<file path="config.mk">
export PLATFORM = sky130hd
export DESIGN_NAME = cache_2wsa_ctrl
export DESIGN_NICKNAME = d
export VERILOG_FILES = /design/src/rtl/cache_2wsa_ctrl.sv
export SDC_FILE = /design/constraint.sdc
export NUM_CORES = 1
export LEC_CHECK = 0
export CAP_MARGIN = 10
export CORE_MARGIN = 2
export CORE_UTILIZATION = 35
export CTS_CLUSTER_SIZE = 40
export DETAILED_ROUTE_END_ITERATION = 16
export GPL_TIMING_DRIVEN = 0
export HOLD_SLACK_MARGIN = 0.1
export PLACE_DENSITY = 0.62
export SYNTH_ARGS = -nofsm -noshare
export SYNTH_HDL_FRONTEND = slang
export SYNTH_SLANG_ARGS = --single-unit
</file>
<file path="constraint.sdc">
create_clock -name i_clock -period 3.25 [get_ports i_clock]
set_clock_uncertainty 0.05 [all_clocks]
set_input_delay 0.8125 -clock i_clock [delete_from_list [all_inputs] [get_ports i_clock]]
set_output_delay 0.8125 -clock i_clock [all_outputs]
set_load 0.02 [all_outputs]
</file>
<file path="src/rtl/cache_2wsa_ctrl.sv">
// Control FSM for a 2-way set-associative cache.
// Holds the tag/valid/dirty/LRU state, performs tag compare, and sequences the
// external data array plus the dirty-victim writeback and the line fill to memory.
module cache_2wsa_ctrl #(
    parameter int unsigned ADDR_W = 9,
    parameter int unsigned IDX_W  = 3,
    parameter int unsigned OFF_W  = 2
) (
    input  logic              i_clock,
    input  logic              i_reset,
    input  logic [ADDR_W-1:0] i_addr_cpu,
    input  logic              i_rd_cpu,
    input  logic              i_wr_cpu,
    output logic              o_stall_cpu,
    output logic              o_data_oe_cpu,
    output logic [ADDR_W-1:0] o_addr_mem,
    output logic              o_rd_mem,
    output logic              o_wr_mem,
    input  logic              i_ready_mem,
    output logic              o_da_we,
    output logic              o_da_sel_mem,
    output logic              o_da_way,
    output logic [IDX_W-1:0]  o_da_index,
    output logic [OFF_W-1:0]  o_da_offset
);

    localparam int unsigned TAG_W = ADDR_W - IDX_W - OFF_W;
    localparam int unsigned SETS  = 1 << IDX_W;

    typedef enum logic [1:0] {
        S_IDLE    = 2'd0,
        S_COMPARE = 2'd1,
        S_WB      = 2'd2,
        S_FILL    = 2'd3
    } state_t;

    state_t            r_state;
    logic [ADDR_W-1:0] r_addr;
    logic              r_wr;
    logic [OFF_W-1:0]  r_beat;
    logic              r_victim;
    logic [TAG_W-1:0]  r_tag   [2][SETS];
    logic [SETS-1:0]   r_valid [2];
    logic [SETS-1:0]   r_dirty [2];
    logic [SETS-1:0]   r_lru;

    logic [TAG_W-1:0]  w_tag;
    logic [IDX_W-1:0]  w_idx;
    logic [OFF_W-1:0]  w_off;
    logic              w_req;
    logic              w_hit0;
    logic              w_hit1;
    logic              w_hit;
    logic              w_hit_way;
    logic              w_miss_victim;
    logic              w_victim_dirty;
    logic              w_last;

    // Address fields, tag compare and victim choice, all from the latched address
    assign w_tag          = r_addr[ADDR_W-1 -: TAG_W];
    assign w_idx          = r_addr[OFF_W +: IDX_W];
    assign w_off          = r_addr[OFF_W-1:0];
    assign w_req          = i_rd_cpu | i_wr_cpu;
    assign w_hit0         = r_valid[0][w_idx] & (r_tag[0][w_idx] == w_tag);
    assign w_hit1         = r_valid[1][w_idx] & (r_tag[1][w_idx] == w_tag);
    assign w_hit          = w_hit0 | w_hit1;
    assign w_hit_way      = ~w_hit0;
    assign w_miss_victim  = ~r_valid[0][w_idx] ? 1'b0 :
                            (~r_valid[1][w_idx] ? 1'b1 : r_lru[w_idx]);
    assign w_victim_dirty = r_valid[w_miss_victim][w_idx] & r_dirty[w_miss_victim][w_idx];
    assign w_last         = (r_beat == {OFF_W{1'b1}});

    // Stall until the cycle in which COMPARE sees a hit
    assign o_stall_cpu = w_req & ~((r_state == S_COMPARE) & w_hit);

    // State machine and cache bookkeeping; tags need no reset because valid gates them
    always_ff @(posedge i_clock) begin
        if (i_reset) begin
            r_state    <= S_IDLE;
            r_addr     <= '0;
            r_wr       <= 1'b0;
            r_beat     <= '0;
            r_victim   <= 1'b0;
            r_valid[0] <= '0;
            r_valid[1] <= '0;
            r_dirty[0] <= '0;
            r_dirty[1] <= '0;
            r_lru      <= '0;
        end else begin
            case (r_state)
                S_IDLE: begin
                    if (w_req) begin
                        r_addr  <= i_addr_cpu;
                        r_wr    <= i_wr_cpu;
                        r_state <= S_COMPARE;
                    end
                end
                S_COMPARE: begin
                    if (!w_req) begin
                        r_state <= S_IDLE;
                    end else if (w_hit) begin
                        r_lru[w_idx] <= ~w_hit_way;
                        if (r_wr) begin
                            r_dirty[w_hit_way][w_idx] <= 1'b1;
                        end
                        r_state <= S_IDLE;
                    end else begin
                        r_victim <= w_miss_victim;
                        r_state  <= w_victim_dirty ? S_WB : S_FILL;
                    end
                end
                S_WB: begin
                    if (i_ready_mem) begin
                        r_beat <= w_last ? '0 : r_beat + OFF_W'(1);
                        if (w_last) begin
                            r_dirty[r_victim][w_idx] <= 1'b0;
                            r_state                  <= S_FILL;
                        end
                    end
                end
                S_FILL: begin
                    if (i_ready_mem) begin
                        r_beat <= w_last ? '0 : r_beat + OFF_W'(1);
                        if (w_last) begin
                            r_tag[r_victim][w_idx]   <= w_tag;
                            r_valid[r_victim][w_idx] <= 1'b1;
                            r_dirty[r_victim][w_idx] <= 1'b0;
                            r_state                  <= S_COMPARE;
                        end
                    end
                end
                default: r_state <= S_IDLE;
            endcase
        end
    end

    // Array and memory strobes decoded from the current state and beat
    always_comb begin
        o_data_oe_cpu = 1'b0;
        o_addr_mem    = '0;
        o_rd_mem      = 1'b0;
        o_wr_mem      = 1'b0;
        o_da_we       = 1'b0;
        o_da_sel_mem  = 1'b0;
        o_da_way      = 1'b0;
        o_da_index    = '0;
        o_da_offset   = '0;
        case (r_state)
            S_COMPARE: begin
                if (w_req && w_hit) begin
                    o_da_way    = w_hit_way;
                    o_da_index  = w_idx;
                    o_da_offset = w_off;
                    if (r_wr) begin
                        o_da_we = 1'b1;
                    end else begin
                        o_data_oe_cpu = 1'b1;
                    end
                end
            end
            S_WB: begin
                o_wr_mem    = 1'b1;
                o_addr_mem  = {r_tag[r_victim][w_idx], w_idx, r_beat};
                o_da_way    = r_victim;
                o_da_index  = w_idx;
                o_da_offset = r_beat;
            end
            S_FILL: begin
                o_rd_mem    = 1'b1;
                o_addr_mem  = {w_tag, w_idx, r_beat};
                o_da_way    = r_victim;
                o_da_index  = w_idx;
                o_da_offset = r_beat;
                if (i_ready_mem) begin
                    o_da_we      = 1'b1;
                    o_da_sel_mem = 1'b1;
                end
            end
            default: ;
        endcase
    end

endmodule

</file>
==> summary.txt <==
Run status
  • Status: finished, violations left
  • Violations in the final reports: negative setup slack

Global routing
  • Met3 Track Usage GR: 0.04452
  • First-pass GRT wire length: around 28 mm
  • Largest net degree at the start of global routing: 21
  • Vias in the first global route: 4749
  • Top Usage Layer GRT: met2
  • Initial antenna violation count: 0
  • Met1 Usage GRT: 0.2725
  • GR Util met2: 0.3221
  • Total GRT Usage: 0.2056
  • GRT Residual Overflow: 0

Detailed routing
  • Antenna-violating nets left: 0
  • DRT Wirelength: around 18 mm
  • Vias: approximately 4.7k
  • Post-route DRC: 0
  • WL per Instance: 22.57 um
  • Via density: 5.811
  • TritonRoute pass-1 iters: 6
  • DR iter-0 viols: about 600

Yosys
  • YS warnings: 0
  • Yosys top cell area share: 0.3965
  • Mapped Area: between 6000 and 7000 sq um
  • Syn nets: 513
  • Most common cell in the synthesized netlist: edfxtp_1
  • Synth top cells by count: 80 x edfxtp_1, 57 x nor2_1, 40 x dfxtp_1, 34 x mux2i_1, 33 x nand2_1
  • Netlist cell types: slightly above 50
  • Post-synth ARST share: 0
  • Syn avg cell area: around 12 sq um
  • Yosys reg bits: 120
  • Commonest register cell after synthesis: edfxtp_1
  • Seq/Total Area, Yosys: 0.5287
  • Area contributors post-synth: edfxtp_1 40%, dfxtp_1 13%, mux4_2 11%
  • Yosys top cell by area: edfxtp_1
  • Number of synthesized flops with an enable pin: 80
  • Post-Syn Instances: ~490

Power
  • Total Power: between 4 and 5 mW
  • Worst VDD drop: between 0.3 and 0.4 mV
  • PD cells: roughly 580 nW/um^2
  • Leak Pwr: about 2.8 nW

Finish
  • Syn-to-layout area delta: 30.46%
  • Layout Cells excl Fill: just over 800
  • Antenna cells: 0
  • Fill cell count: around 1.5k
  • Reg area: ~3200 sq um
  • Nets@finish: 594
  • Area taken by multi-input logic gates: ~2800 sq um
  • Layout cells sized above 1: 0.3112

Timing
  • Max-slew violations: 0
  • Slew margin rel.: 0.4330
  • Period utilization: 1.210
  • Fmax achieved: 254.2 MHz
  • RSZ-0062 raised after global routing: yes
  • Sum of negative setup slack: -6.680 ns
  • Worst-margin pin slew: 0.8493 ns
  • Setup violators final: 14
  • Final worst setup slack: -0.6834 ns
  • Final hold vios: 0
  • Hold WS: roughly 0.42 ns
  • Final min period: 3.933 ns

Die
  • Initial core utilization: 0.3539
  • Core Area: 17120 sq um
  • DIE WIDTH: 135.6 um
  • Full die area: ~18000 sq um
  • Die Ht: about 140 um
  • Placement Rows: 48
  • I/O pin cnt: 35

Placed design
  • Pre-CTS WS: -1.298 ns
  • Port Buffers: 34
  • Placer Congestion: roughly 0.97
  • Dpl hpwl: roughly 12 mm
  • Dpl cells: between 700 and 800

Clock network
  • CTS Hold Buffers Added: 0
  • Total CTS buffers: 17
  • Worst-Skew Late Latency: between 0.4 and 0.5 ns
  • Clock transition at path regs: 0.06 ns
  • Clock root buffer: clkbuf_16
  • CTS Sinks: 120
  • CTS tree: done
  • H-tree depth: 4
  • CTS max path bufs: 2

Setup path
  • Worst setup path class: reg -> out
  • CP max FO: 5
  • Worst EP required: between 2 and 2.5 ns
  • CP startpoint kind: flop
  • Crit end category: output port
  • Arrival @ worst endpoint: 3.07 ns

Run
  • Max_cap viols: 0

Hold path
  • Worst Hold Class: reg -> reg
## worst max-delay path: stages (launching register included)
cell       delay, ns
dfxtp_2         0.33
buf_6           0.14
bufbuf_16       0.27
nor2b_4         0.14
a221oi_4        0.32
o22ai_2         0.17
xor2_2          0.21
nor4_4          0.36
o21a_1          0.21
buf_6           0.14
a21oi_1         0.10
nor2_2          0.12
buf_6           0.13
## metal layers
layer | up-vias | share of wire
met5 | - | 0
met3 | 52 | 0.096
li1 | 2033 | -
met4 | 0 | 0.034
met1 | 2326 | 0.40
met2 | 313 | 0.47
## state kept, by name, indices dropped and copies added, names as in the netlist, named ones only
signal    count
r_lru         8
r_wr          1
r_addr        9
r_state       2
r_tag        64
r_dirty      16
r_beat        2
r_victim      1
r_valid      16
## cell families (layout without fill, tap and decap cells)
logic type      after synthesis  after routing  synth area share
simple gates                140            140            0.1121
flops                       120            120            0.5287
compound gates               89             89            0.1047
mux                          77             77            0.1925
buf+inv                      55            149           0.04006
xor+xnor                      8              8           0.01157
fa+ha+maj                     5              5           0.01033
## path summary, 6_finish.rpt
path / from / endpoint / slack, ns / cells after the start
setup reg to reg: r_addr[3] / r_dirty[1][4] / 0.08 / 10
hold reg to reg: r_lru[0] / r_lru[0] / 0.42 / 2
hold / removal: r_lru[0] / r_lru[0] / 0.42 / 2
setup / recovery: r_addr[3] / o_da_offset[1] / -0.68 / 12
## power breakdown
group / internal [mW] / switching [mW] / leakage, nW
registers: 1.68 / 0.0725 / 1.08
clock network: 1.08 / 0.779 / 0.274
logic: 0.451 / 0.525 / 1.46
## area by class of cell
| class | count | share of cell area |
|---|---|---|
| clock buffers | 17 | 0.05382 |
| multi-input cells | 319 | 0.3605 |
| flip-flops and latches | 120 | 0.4059 |
| plain buffers | 30 | 0.03182 |
| well taps | 225 | 0.03562 |
| repair buffers | 64 | 0.08121 |
| inverters | 23 | 0.01156 |
| clock inverters | 15 | 0.01963 |
## per-stage QoR
step,utilization,instance area (sq um)
CTS,0.4495,7694
global route,0.4618,7904
finish,0.4618,7904
global placement,0.3935,6735
detailed placement,0.3935,6735
floorplan,-,6113
## timing repair
item / in CTS / in global routing
endpoints found under the hold margin: 0 / 0
buffers inserted: 15 / 13
gates resized for setup: 123 / 29
pin swaps: 10 / 12
cloned: 3 / 0
setup endpoints to repair: 33 / 26
## cells in the final DEF (no fill, tap or decap), drive strengths merged, types with 6 or more instances in the layout
master,count
nand2,34
clkdlybuf4s50,20
buf,57
edfxtp,80
mux2,13
nor2,57
nor2b,6
mux4,30
a22oi,8
clkbuf,32
inv,31
a21oi,10
nand3,6
dfxtp,40
o21bai,10
nand2b,9
a221oi,7
a21o,6
mux2i,34
nor3,12
o22ai,20
(Power assumes the default switching activity.)
